===== config.mk =====
export PLATFORM = sky130hd
export DESIGN_NAME = fifo_param
export DESIGN_NICKNAME = d
export VERILOG_FILES = /design/src/rtl/fifo_param_pkg.sv /design/src/rtl/fifo_param_mem.sv /design/src/rtl/fifo_param.sv
export SDC_FILE = /design/constraint.sdc
export NUM_CORES = 1
export LEC_CHECK = 0
export BUFFER_PORTS_ARGS = -buffer_cell sky130_fd_sc_hd__buf_2
export CORE_MARGIN = 2
export CORE_UTILIZATION = 54
export CTS_CLUSTER_SIZE = 10
export DETAILED_ROUTE_END_ITERATION = 8
export PLACE_DENSITY = 0.82
export REMOVE_ABC_BUFFERS = 1
export SETUP_SLACK_MARGIN = 0.3
export SLEW_MARGIN = 20
export SYNTH_ARGS = -nofsm -noshare
export SYNTH_HDL_FRONTEND = slang
export SYNTH_SLANG_ARGS = --single-unit

===== constraint.sdc =====
create_clock -name Clk -period 5.2 [get_ports Clk]
set_input_delay 0.52 -clock Clk [delete_from_list [all_inputs] [get_ports Clk]]
set_output_delay 0.52 -clock Clk [all_outputs]
set_load 0.03 [all_outputs]

===== src/rtl/fifo_param_pkg.sv =====
// Shared helpers for the parametrised single-clock FIFO: width helpers,
// reset constants and the grouped status flag type.
// Build option: FIFO_FWFT_EN selects first-word-fall-through output mode.
package fifo_param_pkg;

    // Ceiling log2, usable in constant expressions
    function automatic int clog2(input int value);
        int r;
        r = 0;
        while ((1 << r) < value) begin
            r = r + 1;
        end
        return r;
    endfunction

    // Address bits needed to index a memory of the given depth
    function automatic int addr_w(input int depth);
        return clog2(depth);
    endfunction

    // Occupancy counter width: must represent 0..depth inclusive
    function automatic int cnt_w(input int depth);
        return clog2(depth) + 1;
    endfunction

    // Widths for the default 8-entry configuration
    localparam int DEF_DEPTH  = 8;
    localparam int DEF_ADDR_W = addr_w(DEF_DEPTH);
    localparam int DEF_CNT_W  = cnt_w(DEF_DEPTH);

    // All registered status flags travel together
    typedef struct packed {
        logic empty;
        logic full;
        logic almost_empty;
        logic almost_full;
        logic overflow;
        logic underflow;
    } fifo_status_t;

    // An empty FIFO is also almost-empty; everything else is clear
    localparam fifo_status_t STATUS_RESET = '{
        empty:        1'b1,
        full:         1'b0,
        almost_empty: 1'b1,
        almost_full:  1'b0,
        overflow:     1'b0,
        underflow:    1'b0
    };

endpackage


===== src/rtl/fifo_param_mem.sv =====
// Simple dual-port DATA_W x DEPTH storage array for fifo_param.
// One write port, one registered read port. The array itself is never
// reset; only the read register is cleared so the FIFO output starts at 0.
module fifo_param_mem
    import fifo_param_pkg::*;
#(
    parameter int DATA_W = 32,
    parameter int DEPTH  = 8
) (
    input  logic                      clk,
    input  logic                      rst_n,
    input  logic                      wr_en,
    input  logic [addr_w(DEPTH)-1:0]  wr_addr,
    input  logic [DATA_W-1:0]         wr_data,
    input  logic                      rd_en,
    input  logic [addr_w(DEPTH)-1:0]  rd_addr,
    output logic [DATA_W-1:0]         rd_data
);

    logic [DATA_W-1:0] mem_array [DEPTH];
    logic [DATA_W-1:0] rd_data_reg;

    // Write port: store the incoming word at the write address
    always_ff @(posedge clk) begin
        if (wr_en) begin
            mem_array[wr_addr] <= wr_data;
        end
    end

    // Registered read port: loads only on request, otherwise holds.
    // A read and write to the same address on one edge returns the old word.
    always_ff @(posedge clk or negedge rst_n) begin
        if (!rst_n) begin
            rd_data_reg <= '0;
        end else if (rd_en) begin
            rd_data_reg <= mem_array[rd_addr];
        end
    end

    assign rd_data = rd_data_reg;

endmodule


===== src/rtl/fifo_param.sv =====
// Parametrised synchronous single-clock FIFO with occupancy count,
// almost-full/almost-empty thresholds, global enable and overflow/underflow
// pulses. Pointers carry an extra wrap bit so full and empty are distinct.
// Build option: define FIFO_FWFT_EN for first-word-fall-through output;
// otherwise dataOut is a registered read, valid one cycle after RD.
module fifo_param
    import fifo_param_pkg::*;
#(
    parameter int DATA_W = 32,
    parameter int DEPTH  = 8,
    parameter int AF_LVL = DEPTH - 2,
    parameter int AE_LVL = 2
) (
    input  logic                     Clk,
    input  logic                     Rst,
    input  logic                     EN,
    input  logic                     WR,
    input  logic [DATA_W-1:0]        dataIn,
    input  logic                     RD,
    output logic [DATA_W-1:0]        dataOut,
    output logic                     EMPTY,
    output logic                     FULL,
    output logic                     ALMOST_EMPTY,
    output logic                     ALMOST_FULL,
    output logic [$clog2(DEPTH):0]   COUNT,
    output logic                     OVERFLOW,
    output logic                     UNDERFLOW
);

    localparam int ADDR_W = addr_w(DEPTH);
    localparam int CNT_W  = cnt_w(DEPTH);

    localparam logic [CNT_W-1:0] AF_C  = CNT_W'(AF_LVL);
    localparam logic [CNT_W-1:0] AE_C  = CNT_W'(AE_LVL);
    localparam logic [CNT_W-1:0] ONE_C = CNT_W'(1);

    logic [ADDR_W:0]    wr_ptr_reg, wr_ptr_next;
    logic [ADDR_W:0]    rd_ptr_reg, rd_ptr_next;
    logic [CNT_W-1:0]   count_reg, count_next;
    fifo_status_t       status_reg, status_next;
    logic               wr_acc, rd_acc;
    logic               mem_rd_en;
    logic [ADDR_W-1:0]  mem_rd_addr;
    logic [DATA_W-1:0]  mem_q;

    // Accept decisions, next pointers, next count and next status flags.
    // Flags are derived from the next-state values so they line up with COUNT.
    always_comb begin
        rd_acc = EN & RD & ~status_reg.empty;
        // A full FIFO still takes a write when a read frees a slot this edge
        wr_acc = EN & WR & (~status_reg.full | rd_acc);

        wr_ptr_next = wr_acc ? wr_ptr_reg + 1'b1 : wr_ptr_reg;
        rd_ptr_next = rd_acc ? rd_ptr_reg + 1'b1 : rd_ptr_reg;

        count_next = count_reg;
        case ({wr_acc, rd_acc})
            2'b10:   count_next = count_reg + 1'b1;
            2'b01:   count_next = count_reg - 1'b1;
            default: count_next = count_reg;
        endcase

        status_next              = STATUS_RESET;
        status_next.empty        = (wr_ptr_next == rd_ptr_next);
        status_next.full         = (wr_ptr_next[ADDR_W-1:0] == rd_ptr_next[ADDR_W-1:0]) &&
                                   (wr_ptr_next[ADDR_W] != rd_ptr_next[ADDR_W]);
        status_next.almost_empty = (count_next <= AE_C);
        status_next.almost_full  = (count_next >= AF_C);
        status_next.overflow     = EN & WR & ~wr_acc;
        status_next.underflow    = EN & RD & ~rd_acc;
    end

    // Control state: pointers, occupancy and registered flags
    always_ff @(posedge Clk or negedge Rst) begin
        if (!Rst) begin
            wr_ptr_reg <= '0;
            rd_ptr_reg <= '0;
            count_reg  <= '0;
            status_reg <= STATUS_RESET;
        end else begin
            wr_ptr_reg <= wr_ptr_next;
            rd_ptr_reg <= rd_ptr_next;
            count_reg  <= count_next;
            status_reg <= status_next;
        end
    end

`ifdef FIFO_FWFT_EN
    // Look-ahead head register. A word entering an otherwise empty FIFO
    // (including the refill when the last word is popped on the same edge)
    // is captured straight from dataIn; every other new head is already in
    // the array and is fetched at rd_ptr+1 on the popping edge.
    logic              load_byp;
    logic              byp_sel_reg;
    logic [DATA_W-1:0] byp_data_reg;

    assign load_byp    = wr_acc & (status_reg.empty | (rd_acc & (count_reg == ONE_C)));
    assign mem_rd_en   = rd_acc & (count_reg > ONE_C);
    assign mem_rd_addr = rd_ptr_next[ADDR_W-1:0];

    // Select between the bypass word and the array read; hold when idle
    always_ff @(posedge Clk or negedge Rst) begin
        if (!Rst) begin
            byp_sel_reg  <= 1'b0;
            byp_data_reg <= '0;
        end else if (load_byp) begin
            byp_sel_reg  <= 1'b1;
            byp_data_reg <= dataIn;
        end else if (mem_rd_en) begin
            byp_sel_reg  <= 1'b0;
        end
    end

    assign dataOut = byp_sel_reg ? byp_data_reg : mem_q;
`else
    // Registered read: the popped word appears one cycle after RD
    assign mem_rd_en   = rd_acc;
    assign mem_rd_addr = rd_ptr_reg[ADDR_W-1:0];
    assign dataOut     = mem_q;
`endif

    fifo_param_mem #(
        .DATA_W (DATA_W),
        .DEPTH  (DEPTH)
    ) u_mem (
        .clk     (Clk),
        .rst_n   (Rst),
        .wr_en   (wr_acc),
        .wr_addr (wr_ptr_reg[ADDR_W-1:0]),
        .wr_data (dataIn),
        .rd_en   (mem_rd_en),
        .rd_addr (mem_rd_addr),
        .rd_data (mem_q)
    );

    assign COUNT        = count_reg;
    assign EMPTY        = status_reg.empty;
    assign FULL         = status_reg.full;
    assign ALMOST_EMPTY = status_reg.almost_empty;
    assign ALMOST_FULL  = status_reg.almost_full;
    assign OVERFLOW     = status_reg.overflow;
    assign UNDERFLOW    = status_reg.underflow;

endmodule


; ---- Yosys cells after proc, flatten, opt, wreduce, memory -nomap -nowiden
; Memories as Yosys holds them, arrays and structs flattened. A register that Yosys moved wholly into a read port is not among the register bits.
; Cells that the tools add are included.
[op_classes]
add_sub_neg = 4
n_bitwise = 11
eq_ne = 5
n_lt_le_gt_ge = 2
n_reduce_logical = 2
n_mux = 5
[ops]
columns = cell, count
row1 = "adder 4 x 1 -> 4 bit, second input constant", 3
row2 = two-way mux 4 bit, 2
row3 = one-hot mux 4 bit (2 select lines), 1
row4 = bitwise AND 1 bit, 6
row5 = == test 4 bit, 1
row6 = ">= comparator 4 x 3 -> 1 bit, second input constant", 1
row7 = "<= comparator 4 x 2 -> 1 bit, second input constant", 1
row8 = inverter 1 bit, 4
row9 = "subtractor 4 x 1 -> 4 bit, second input constant", 1
row10 = == test 3 bit, 1
row11 = "== test 2 x 1 -> 1 bit, second input constant", 1
row12 = "== test 2 bit, second input constant", 1
row13 = two-way mux 1 bit, 2
row14 = logical AND 1 bit, 1
row15 = logical NOT 1 bit, 1
row16 = != test 1 bit, 1
row17 = bitwise OR 1 bit, 1
[totals]
n_memories = 1
out_inout_bits = 42
mem_bits_rw = 256
wordCells = 39
register_bits = 18
[mem_list]
columns = name, words, word_bits, read_ports, rd_clocked_by_memory_dff, write_ports, line_no
row1 = u_mem.mem_array, 8, 32, 1, 1, 1, fifo_param_mem.sv:20  ; logic [DATA_W-1:0] mem_array [DEPTH];

; ---- Logic depth before layout (Yosys ltp)
; Gate-level depths: netlist (run 1).
[logic_depth]
depth_word = 7
ltp_mapped = 11
ltp_nobuf = 11

; ---- Cells and area by module
; From an unflattened synthesis (run 1), not the netlist that was laid out.
[hier_totals]
hier_cells = 710
hier_area_um2 = 12208.0
[modules_own_cells]
columns = mod, area_each_um2, cells_per_inst, instances
row1 = fifo_param_mem, 11254.5, 635, 1
row2 = fifo_param, 953.4, 75, 1

; ---- Worst setup path before layout (run 1)
; OpenSTA, ideal clock, no wires.
[synth_path]
kind = reg2reg
start = register status_reg (netlist bit EMPTY)
end = memory u_mem.mem_array[1][0] (enable)
setup_time_ns = 0.513
path_slack_ns = 0.210
stages_incl_launch_ff = 5
t_arrival_ns = 4.477
period_less_slack_ns = 4.990
cell_sequence = dfstp_2 > nand2b_1 > a21oi_2 > clkinv_1 > nor4b_1
[synth_between]
elab_chain_len = 6
[synth_rtl]
columns = element, line_no
row1 = start: declaration, fifo_param.sv:40  ; fifo_status_t status_reg, status_next;
row2 = start signal: assignment, fifo_param.sv:84  ; status_reg <= status_next;
row3 = inverter 1 bit, fifo_param.sv:49  ; rd_acc = EN & RD & ~status_reg.empty;
row4 = bitwise AND 1 bit, fifo_param.sv:49
row5 = bitwise OR 1 bit, fifo_param.sv:51  ; wr_acc = EN & WR & (~status_reg.full | rd_acc);
row6 = bitwise AND 1 bit, fifo_param.sv:51
row7 = two-way mux 1 bit, fifo_param_mem.sv:25  ; if (wr_en) begin
row8 = two-way mux 1 bit (implied by the code), fifo_param_mem.sv:26  ; mem_array[wr_addr] <= wr_data;
row9 = end: declaration, fifo_param_mem.sv:20
; Every way passes these cells.

==> run_results.csv, run 1 <==
group,metric,value,unit
run_status,status,"completed",
layout,largest_register_ffs,256,
floorplan,die_w,151.7,um
clock_network,h-tree-depth,2,
clock_network,tritoncts,"done",
clock_network,cts_resized,0,
grt,grt_max_degree,67,
timing,slew_headroom,29.55,%
floorplan,start_util,54.47,%
logic_synthesis,syn_inst,566,
route,ant_nets,0,
pwr,total_power,7.612,mW
floorplan,coreArea,0.02162,mm^2
logic_synthesis,ys_async_sr_fraction,16.34,%
place,place_congestion,0.7661,
timing,worstMarginPinSlew,1.051,ns
timing,fin_skew,0.01611,ns
clock_network,cts.sinks,306,
critical_path,cp.required,5.55,ns
logic_synthesis,synth_area_leaders,"edfxtp_1, mux4_2, dfrtp_1, mux2i_1, o21ai_1",
timing,fin_crit,3.058,ns
timing,fmax,0.3270,GHz
timing,finalMaxSlewViolations,0,
timing,rsz0062_at_grt,"false",
route,wl,24.23,mm
route,vias_per_cell,5.957,
pwr,power_density,562.3,mW/mm^2
layout,multiInputGateArea,0.002651,mm^2
logic_synthesis,avgSynthCellArea,20.81,um^2
layout,nets,708,
route,wl_per_cell,24.90,um
critical_path,worst_setup_path_start_kind,"register",
route,dr.pass1.iters,6,
grt,grt_pass1_wl,36.00,mm
logic_synthesis,ys_seq_area_share,75.92,%
floorplan,rows,54,
logic_synthesis,synth_area,0.01178,mm^2
logic_synthesis,ys_seq_elements,306,
grt,antenna_found_initial,4,
clock_network,clock_path_buffers,3,
logic_synthesis,ys.warnings.count,0,
critical_path,cp.arrival,3.41,ns
pwr,irDropWorstVdd,243.7,uV
critical_path,end_kind,"register",
layout,area_growth,14.93,%
clock_network,clk_pin_slew,0.06,ns
place,dp_hpwl,12.25,mm
flow_run,cap_violations,0,
floorplan,io_pins,79,
grt,track_usage,21.73,%
critical_path,path_class,"reg -> reg",
timing,post-route-period-util,58.81,%
route,drtIter0Drc,495,
route,vias,5796,
route,drcViolationCount,0,
floorplan,dieArea,0.02301,mm^2
critical_path,cp_max_fo,66,
timing,hold_viol,0,
layout,drive_gt1_share,31.36,%
logic_synthesis,synth.distinct_cells,46,
layout,final_util,62.60,%
clock_network,ctsHoldBuffers,0,
timing,setup_viol,0,
layout,ff_latch_area,0.008947,mm^2
logic_synthesis,synth_edf_count,256,
min_path,hold_class,"in -> async",
logic_synthesis,synth.largest_area_cell,"edfxtp_1",
grt,grt_pass1_vias,6044,
clock_network,cts-root-buf,"clkbuf_16",
pwr,p_leak,4.810,nW
floorplan,die_h,151.7,um
layout,fillers,1439,
clock_network,cts_buffers,36,
logic_synthesis,ys.flop_type,"edfxtp_1",
place,io_buffers,78,
clock_network,postCtsSetupRepairBufs,0,
logic_synthesis,synth_top_area_share,65.27,%
grt,grt_overflow,0,
timing,finalSetupTns,0,ns
clock_network,worst_skew_pair.late_latency,0.51,ns
worst paths after layout:
kind | slack, ns | to | depth (start not counted) | start
worst max-delay path | 2.14 | ALMOST_FULL | 10 | EMPTY
worst min-delay path | 0.18 | u_mem.rd_data[22] | 2 | Rst
worst max register to register | 2.14 | ALMOST_FULL | 10 | EMPTY
worst min register to register | 0.48 | u_mem.rd_data[26] | 2 | u_mem.rd_data[26]
max in group asynchronous | 4.45 | rd_ptr_reg[0] | 2 | Rst
min in group Clk | 0.29 | u_mem.mem_array[0][14] | 1 | dataIn[14]
power by group:
| group | switching, mW | internal (mW) | leakage, nW |
|---|---|---|---|
| clock network | 0.897 | 1.38 | 0.508 |
| registers | 0.348 | 3.00 | 2.92 |
| logic | 1.09 | 0.904 | 1.38 |
logic make-up (layout without fill, tap and decap cells):
family / Yosys count / after routing / share of synthesized area, %
other: 0 / 1 / 0
adder cells (fa/ha/maj): 5 / 5 / 0.5312
multiplexers: 98 / 98 / 15.33
AND/OR/NAND/NOR: 63 / 63 / 2.730
flip-flops: 306 / 306 / 75.92
buffers and inverters: 37 / 163 / 2.040
XOR/XNOR: 17 / 17 / 1.509
AO/OA/AOI/OAI: 40 / 40 / 1.944
stage by stage:
| step | setup slack, ns | hold WS [ns] | instance area, um^2 | std cells |
|---|---|---|---|---|
| after detailed placement | 2.056 | 0.4714 | 12470 | 908 |
| final | 2.142 | 0.1785 | 13540 | 973 |
| after global routing | 1.988 | 0.2366 | 13530 | 972 |
| after CTS | 2.228 | 0.2000 | 13530 | 972 |
| after global placement | 2.141 | 0.4672 | 12470 | 908 |
| after floorplan | 0.2100 | 0.2244 | 11570 | 537 |
area by class of cell:
type | count | share of cell area, %
Tap cell | 280 | 2.588
Sequential cell | 306 | 66.10
Multi-Input combinational cell | 223 | 19.59
Clock buffer | 61 | 7.506
Clock inverter | 3 | 0.3513
Timing Repair Buffer | 91 | 3.605
Inverter | 8 | 0.2403
Antenna cell | 1 | 0.01849
critical path, stage by stage (launching register included):
cell and delay (ns):
dfstp_2 0.54, nand3b_4 0.68, inv_4 0.16, ha_1 0.33, xor2_1 0.19, ha_1 0.19
a21oi_1 0.16, xor2_1 0.18, nor2_1 0.07, xnor2_1 0.24, o21ai_0 0.16
cell usage after synthesis (2+ instances only):
cell type and instances:
inv_1 6, buf_12 4, nand2_1 41, dfstp_2 2
dfrtp_1 48, a21oi_1 2, nor2_1 2, mux2i_1 33
buf_2 15, nor4bb_1 2, xnor2_1 10, mux4_2 61
and3_1 2, nor3b_1 3, clkbuf_1 6, o21ai_0 2
nor4b_1 2, xor2_1 4, nor3_1 2, edfxtp_1 256
ha_1 5, o21ai_1 32, mux4_1 3
metal layers:
metal / global-route usage (%) / vias up / share of wire [%]
met5: 0 / - / 0.091
met4: 7.315 / 4 / 2.6
met3: 6.198 / 60 / 9.2
met2: 35.88 / 277 / 51
met1: 28.10 / 2990 / 37
li1: - / 2465 / -
placed cells by master, fill, tap and decap left out, types with 3 or more instances in the layout:
cell type	instances
xnor2_1	10
clkbuf_1	24
nor3b_2	3
nor3_2	3
mux4_2	61
buf_2	78
xor2_1	4
dfrtp_1	45
edfxtp_1	256
inv_1	6
clkbuf_16	37
mux4_1	3
nand2_1	41
mux2i_1	33
o21ai_1	32
buf_4	13
ha_1	5
Power figures use the tool's default switching activity.
==> inputs of run 2 (changes only) <==
--- a/config.mk
+++ b/config.mk
@@ -5,12 +5,13 @@
 export SDC_FILE = /design/constraint.sdc
 export NUM_CORES = 1
 export LEC_CHECK = 0
+export ABC_AREA = 1
 export BUFFER_PORTS_ARGS = -buffer_cell sky130_fd_sc_hd__buf_2
 export CORE_MARGIN = 2
-export CORE_UTILIZATION = 54
+export CORE_UTILIZATION = 55
 export CTS_CLUSTER_SIZE = 10
 export DETAILED_ROUTE_END_ITERATION = 8
-export PLACE_DENSITY = 0.82
+export PLACE_DENSITY = 0.8
 export REMOVE_ABC_BUFFERS = 1
 export SETUP_SLACK_MARGIN = 0.3
 export SLEW_MARGIN = 20
==> constraint.sdc (replaced) <==
create_clock -name Clk -period 3.05 [get_ports Clk]
set_input_delay 0.305 -clock Clk [delete_from_list [all_inputs] [get_ports Clk]]
set_output_delay 0.305 -clock Clk [all_outputs]
set_load 0.03 [all_outputs]
==> run 2 against run 1 <==
Clock-buffer cell count is 2 higher. Total power is 69% higher. Final cell count is 44% higher. Setup slack worse by 1.4 ns. Sequential power is 63% higher. Clock skew is 0.0054 ns lower. Flip-flop and latch count stayed put. Synthesized area is 3.8% higher. Non-clock buffer count is 14 higher. Largest power group unchanged. Register-to-register slack worse by 1.4 ns. Via count is 37% higher. Critical path depth is 4 higher.
==> run_results.csv, run 2 <==
group,metric,value,unit
timing,finalMaxSlewViolations,0,
layout,nets,1130,
layout,multiInputGateArea,0.002789,mm^2
pwr,irDropWorstVdd,390.6,uV
min_path,min_from,"dataIn[29]",
timing,finalSetupTns,0,ns
grt,grt_pass1_wl,42.52,mm
flow_run,cap_violations,0,
route,ant_nets,0,
route,vias,7968,
clock_network,clock_path_buffers,3,
logic_synthesis,synth.distinct_cells,32,
timing,rsz0062_at_grt,"false",
logic_synthesis,ys_async_sr_fraction,16.34,%
logic_synthesis,avgSynthCellArea,12.27,um^2
min_path,hold_class,"in -> reg",
timing,post-route-period-util,76.20,%
place,place_congestion,0.8341,
route,drcViolationCount,0,
pwr,power_density,911.6,mW/mm^2
clock_network,tritoncts,"done",
route,vias_per_cell,5.700,
logic_synthesis,ys_seq_elements,306,
clock_network,h-tree-depth,2,
critical_path,r2r_end,"ALMOST_FULL",
route,dr.pass1.iters,6,
layout,final_common_cell,"nand2_1",
timing,worstMarginPinSlew,0.6160,ns
logic_synthesis,synth_top_area_share,62.89,%
floorplan,start_util,56.01,%
logic_synthesis,synth_edf_count,256,
clock_network,clk_pin_slew,0.06,ns
clock_network,ctsHoldBuffers,1,
run_status,status,"completed",
place,dp_hpwl,14.70,mm
layout,final_cell_mix,"nand2_1, edfxtp_1, inv_1, buf_2, nor2_1",
pwr,p_leak,5.451,nW
critical_path,r2r_slack,0.73,ns
place,io_buffers,78,
floorplan,die_h,153.1,um
critical_path,r2r_start,"EMPTY",
floorplan,coreArea,0.02182,mm^2
route,wl,27.39,mm
logic_synthesis,synth.largest_area_cell,"edfxtp_1",
clock_network,cts.sinks,306,
route,wl_per_cell,19.59,um
floorplan,io_pins,79,
logic_synthesis,synth_area,0.01222,mm^2
timing,fin_skew,0.01069,ns
clock_network,worst_skew_pair.late_latency,0.51,ns
timing,hold_viol,0,
critical_path,cp.arrival,2.71,ns
critical_path,cp.required,3.43,ns
floorplan,rows,54,
clock_network,postCtsSetupRepairBufs,0,
layout,fillers,1531,
floorplan,dieArea,0.02343,mm^2
timing,setup_viol,0,
timing,slew_headroom,58.83,%
critical_path,startpoint,"EMPTY",
grt,track_usage,23.32,%
grt,grt_overflow,0,
grt,grt_pass1_vias,7832,
floorplan,die_w,153.1,um
logic_synthesis,ys.warnings.count,0,
grt,antenna_found_initial,1,
logic_synthesis,synth_area_leaders,"edfxtp_1, dfrtp_1, nand2_1, o211ai_1, nor2_1",
clock_network,cts_buffers,36,
logic_synthesis,synth.most_common_cell,"nand2_1",
critical_path,end_kind,"register",
min_path,min_path_cells,1,
clock_network,cts-root-buf,"clkbuf_16",
layout,area_growth,15.21,%
logic_synthesis,synth_common_cells,"nand2_1, edfxtp_1, nor2_1",
critical_path,worst_setup_path_start_kind,"register",
timing,holdWs,0.06783,ns
layout,ff_latch_area,0.008945,mm^2
logic_synthesis,ys_seq_area_share,73.15,%
timing,fin_crit,2.324,ns
route,drtIter0Drc,789,
clock_network,cts_resized,0,
timing,fmax,0.4303,GHz
logic_synthesis,syn_inst,996,
layout,drive_gt1_share,15.23,%
layout,largest_register_ffs,256,
critical_path,path_class,"reg -> reg",
critical_path,cp_max_fo,9,
min_path,hold_path_end,"u_mem.mem_array[5][29]",
critical_path,r2r_cells,14,
logic_synthesis,ys.flop_type,"edfxtp_1",
grt,grt_max_degree,119,
## run 2: cell types whose count changed after synthesis, sizes merged, moves of 9 or more
cell	change
o2111ai	+31
clkbuf	+13
xnor2	-10
mux2i	-34
nor2	+79
mux4	-64
o211ai	+64
nand3	+46
buf	+9
nand2	+235
inv	+76
## run 2: final cells by class
| cell class | instances | area share, % |
|---|---|---|
| clock buffers | 63 | 7.268 |
| multi-input cells | 555 | 19.80 |
| repair buffers | 105 | 4.496 |
| clock inverters | 3 | 0.1510 |
| flip-flops and latches | 306 | 63.52 |
| inverters | 84 | 2.239 |
| diodes | 2 | 0.03554 |
| well taps | 280 | 2.488 |
## run 2: critical path, cell delays in order, from the launching register on
cell and delay [ns]:
dfstp_2 0.56, inv_1 0.10, nand3_4 0.08, nand2_4 0.08
nand2_4 0.13, ha_1 0.25, xor2_1 0.28, ha_1 0.21
a21oi_1 0.05, xor2_1 0.15, nand2_1 0.06, nand2_1 0.08
inv_1 0.06, nand2_1 0.05, nand3_1 0.07
## run 2: power breakdown
group	internal, mW	switching (mW)	total [mW]
logic	1.02	2.54	3.56
clock network	2.27	1.55	3.82
registers	5.09	0.367	5.46
## run 2: stage by stage
step	setup WS [ns]	instance area, um^2	instances	power (mW)	util (%)
floorplan	-2.766	11980	945	7.789	-
global placement	0.8952	13020	1329	8.958	59.67
detailed placement	0.7226	13020	1329	9.064	59.67
CTS	0.7110	14080	1396	12.88	64.51
global route	0.4956	14080	1396	13.46	64.51
finish	0.7259	14080	1398	12.84	64.53
## run 2: worst max-delay path by stage
stage,to,slack (ns),cells after the start
2_1_floorplan,u_mem.rd_data[14],-2.77,5
3_3_place_gp,ALMOST_FULL,0.90,14
3_5_place_dp,ALMOST_FULL,0.72,14
4_1_cts,ALMOST_FULL,0.71,14
5_1_grt,ALMOST_FULL,0.50,14
6_report,ALMOST_FULL,0.73,14
## run 2: metal layers
layer  track usage (%)  wire length [um]
met5                 0                 0
met2             37.80             13350
met1             31.95             11350
met4             7.672               582
met3             4.905              2115
## run 2: cells by family after synthesis
kind of cell,after synthesis,share of synthesized area (%)
and+or+nand+nor,413,13.77
DFF,306,73.15
buffers and inverters,135,4.565
AOI/OAI and AO/OA,134,7.790
adders and majority gates,5,0.5118
xor gates and xnor gates,3,0.2150
==> inputs of run 3 (changes only) <==
--- a/config.mk
+++ b/config.mk
@@ -5,13 +5,13 @@
 export SDC_FILE = /design/constraint.sdc
 export NUM_CORES = 1
 export LEC_CHECK = 0
-export ABC_AREA = 1
+export ABC_AREA = 0
 export BUFFER_PORTS_ARGS = -buffer_cell sky130_fd_sc_hd__buf_2
 export CORE_MARGIN = 2
-export CORE_UTILIZATION = 55
+export CORE_UTILIZATION = 54
 export CTS_CLUSTER_SIZE = 10
 export DETAILED_ROUTE_END_ITERATION = 8
-export PLACE_DENSITY = 0.8
+export PLACE_DENSITY = 0.82
 export REMOVE_ABC_BUFFERS = 1
 export SETUP_SLACK_MARGIN = 0.3
 export SLEW_MARGIN = 20
==> constraint.sdc (replaced) <==
create_clock -name Clk -period 1.9 [get_ports Clk]
set_input_delay 0.19 -clock Clk [delete_from_list [all_inputs] [get_ports Clk]]
set_output_delay 0.19 -clock Clk [all_outputs]
set_load 0.03 [all_outputs]
==> run 3 against run 2 <==
The flow now finishes with violations (negative setup slack). Register-to-register slack got worse by 0.98 ns. Clock-buffer cell count increased by 1. Global-route usage increased by 7.9 points. Total power increased by 94%. Non-clock buffer count increased by 143. Final area increased by 16%. Setup slack got worse by 0.98 ns. Clock power increased by 71%. Sequential share of layout area decreased by 8.7 points. Hold slack improved by 0.0078 ns.
==> run_results.csv, run 3 (synthesis results as in run 1) <==
group,metric,value,unit
route,wl_per_cell,33.26,um
floorplan,io_pins,79,
flow_run,cap_violations,0,
critical_path,worst_setup_path_start_kind,"register",
layout,final_common_cell,"edfxtp_1",
run_status,status,"finished with violations",
grt,grt_pass1_vias,7361,
clock_network,tritoncts,"done",
critical_path,r2r_cells,10,
route,ant_nets,0,
route,vias,7399,
timing,slew_headroom,59.55,%
timing,hold_viol,0,
timing,fmax,0.4641,GHz
route,dr.pass1.iters,5,
timing,timing.final.ws_setup,-0.2549,ns
layout,drive_gt1_share,44.12,%
layout,area_growth,38.54,%
clock_network,cts-root-buf,"clkbuf_16",
grt,grt_overflow,0,
clock_network,cts.sinks,306,
critical_path,cp.arrival,2.38,ns
min_path,hold_class,"in -> reg",
layout,fillers,1054,
pwr,irDropWorstVdd,832.6,uV
layout,antennaDiodeCount,0,
place,dp_hpwl,13.85,mm
layout,final_cell_mix,"edfxtp_1, buf_2, mux4_2",
route,wl,37.59,mm
route,drtIter0Drc,1181,
place,io_buffers,78,
layout,fin_cells,1130,
clock_network,cts_buffers,36,
grt,grt_max_degree,66,
clock_network,clock_path_buffers,3,
run_status,failed_checks,"negative setup slack",
timing,setup_viol,248,
floorplan,coreArea,0.02162,mm^2
timing,rsz0062_at_grt,"true",
layout,ff_latch_area,0.008947,mm^2
critical_path,cp_max_fo,8,
grt,antenna_found_initial,0,
floorplan,rows,54,
place,numPlacedInstances,940,
timing,worstMarginPinSlew,0.6068,ns
timing,fin_skew,0.03224,ns
min_path,min_path_cells,3,
route,vias_per_cell,6.548,
floorplan,die_w,151.7,um
pwr,total_power,24.92,mW
route,drcViolationCount,0,
pwr,power_density,1527,mW/mm^2
timing,post-route-period-util,113.4,%
floorplan,dieArea,0.02301,mm^2
critical_path,cp.required,2.12,ns
critical_path,path_class,"reg -> reg",
place,place_congestion,0.7586,
layout,nets,865,
grt,grt_pass1_wl,50.14,mm
clock_network,h-tree-depth,2,
critical_path,end_kind,"register",
timing,finalMaxSlewViolations,0,
clock_network,clk_pin_slew,0.06,ns
floorplan,start_util,54.47,%
floorplan,die_h,151.7,um
clock_network,worst_skew_pair.late_latency,0.53,ns
timing,fin_crit,2.155,ns
grt,track_usage,31.24,%
layout,multiInputGateArea,0.002950,mm^2
pwr,p_leak,6.023,nW
layout,largest_register_ffs,256,
-- run 3: worst max-delay path: stages (launching register included) --
cell and delay [ns]:
dfstp_2 0.39, nand2b_4 0.16, a21oi_4 0.16, inv_4 0.06, buf_6 0.12, buf_8 0.12, buf_6 0.12, nor4b_4 0.28
buf_6 0.19, buf_12 0.13, buf_12 0.14
-- run 3: routing by layer --
layer  vias up  global-route usage (%)  share of wire, %
met4         0                   14.17               4.4
met2       672                   48.87                49
li1       2803                       -                 -
met1      3801                   41.91                37
met5         -                       0                 0
met3       123                   7.994                10
-- run 3: worst paths after layout --
path                                         from                      to  slack (ns)
min in group asynchronous                     Rst       u_mem.rd_data[18]        0.22
max in group asynchronous                     Rst            ALMOST_EMPTY        0.99
worst min register to register  u_mem.rd_data[26]       u_mem.rd_data[26]        0.48
worst max-delay path                        EMPTY  u_mem.mem_array[2][21]       -0.25
worst max register to register              EMPTY  u_mem.mem_array[2][21]       -0.25
worst min-delay path                           EN               UNDERFLOW        0.08
-- run 3: where the power goes --
group	internal, mW	switching [mW]	leakage, nW	total (mW)
Clock	3.77	2.78	0.512	6.54
Sequential	8.20	0.671	2.92	8.88
Combinational	4.61	4.89	2.59	9.50
-- run 3: final cells by class --
| class | count | share of cell area [%] |
|---|---|---|
| Clock buffer | 64 | 6.487 |
| Inverter | 8 | 0.2147 |
| Multi-Input combinational cell | 223 | 18.08 |
| Tap cell | 280 | 2.147 |
| Timing Repair Buffer | 248 | 18.14 |
| Clock inverter | 1 | 0.09969 |
| Sequential cell | 306 | 54.83 |
-- run 3: stage by stage --
step	setup slack [ns]	hold slack [ns]	setup TNS, ns	instance area (um^2)	util, %
after floorplan	-3.090	-0.1056	-616.64	11570	-
after global placement	-0.2334	0.1821	-0.7721	12900	59.65
after detailed placement	-0.4253	0.1981	-3.670	12900	59.65
after CTS	-0.2169	0.07788	-10.44	15990	73.94
after global routing	-0.3096	0.08572	-36.70	16320	75.47
final	-0.2549	0.07558	-28.60	16320	75.47
-- run 3: timing repair --
action | CTS | global route
setup buffers | 52 | 11
cloned | 28 | 1
endpoints found under the hold margin | 270 | 0
resized for setup | 123 | 40
hold buffers | 33 | 0
setup endpoints to repair | 296 | 297
pin swaps | 20 | 28
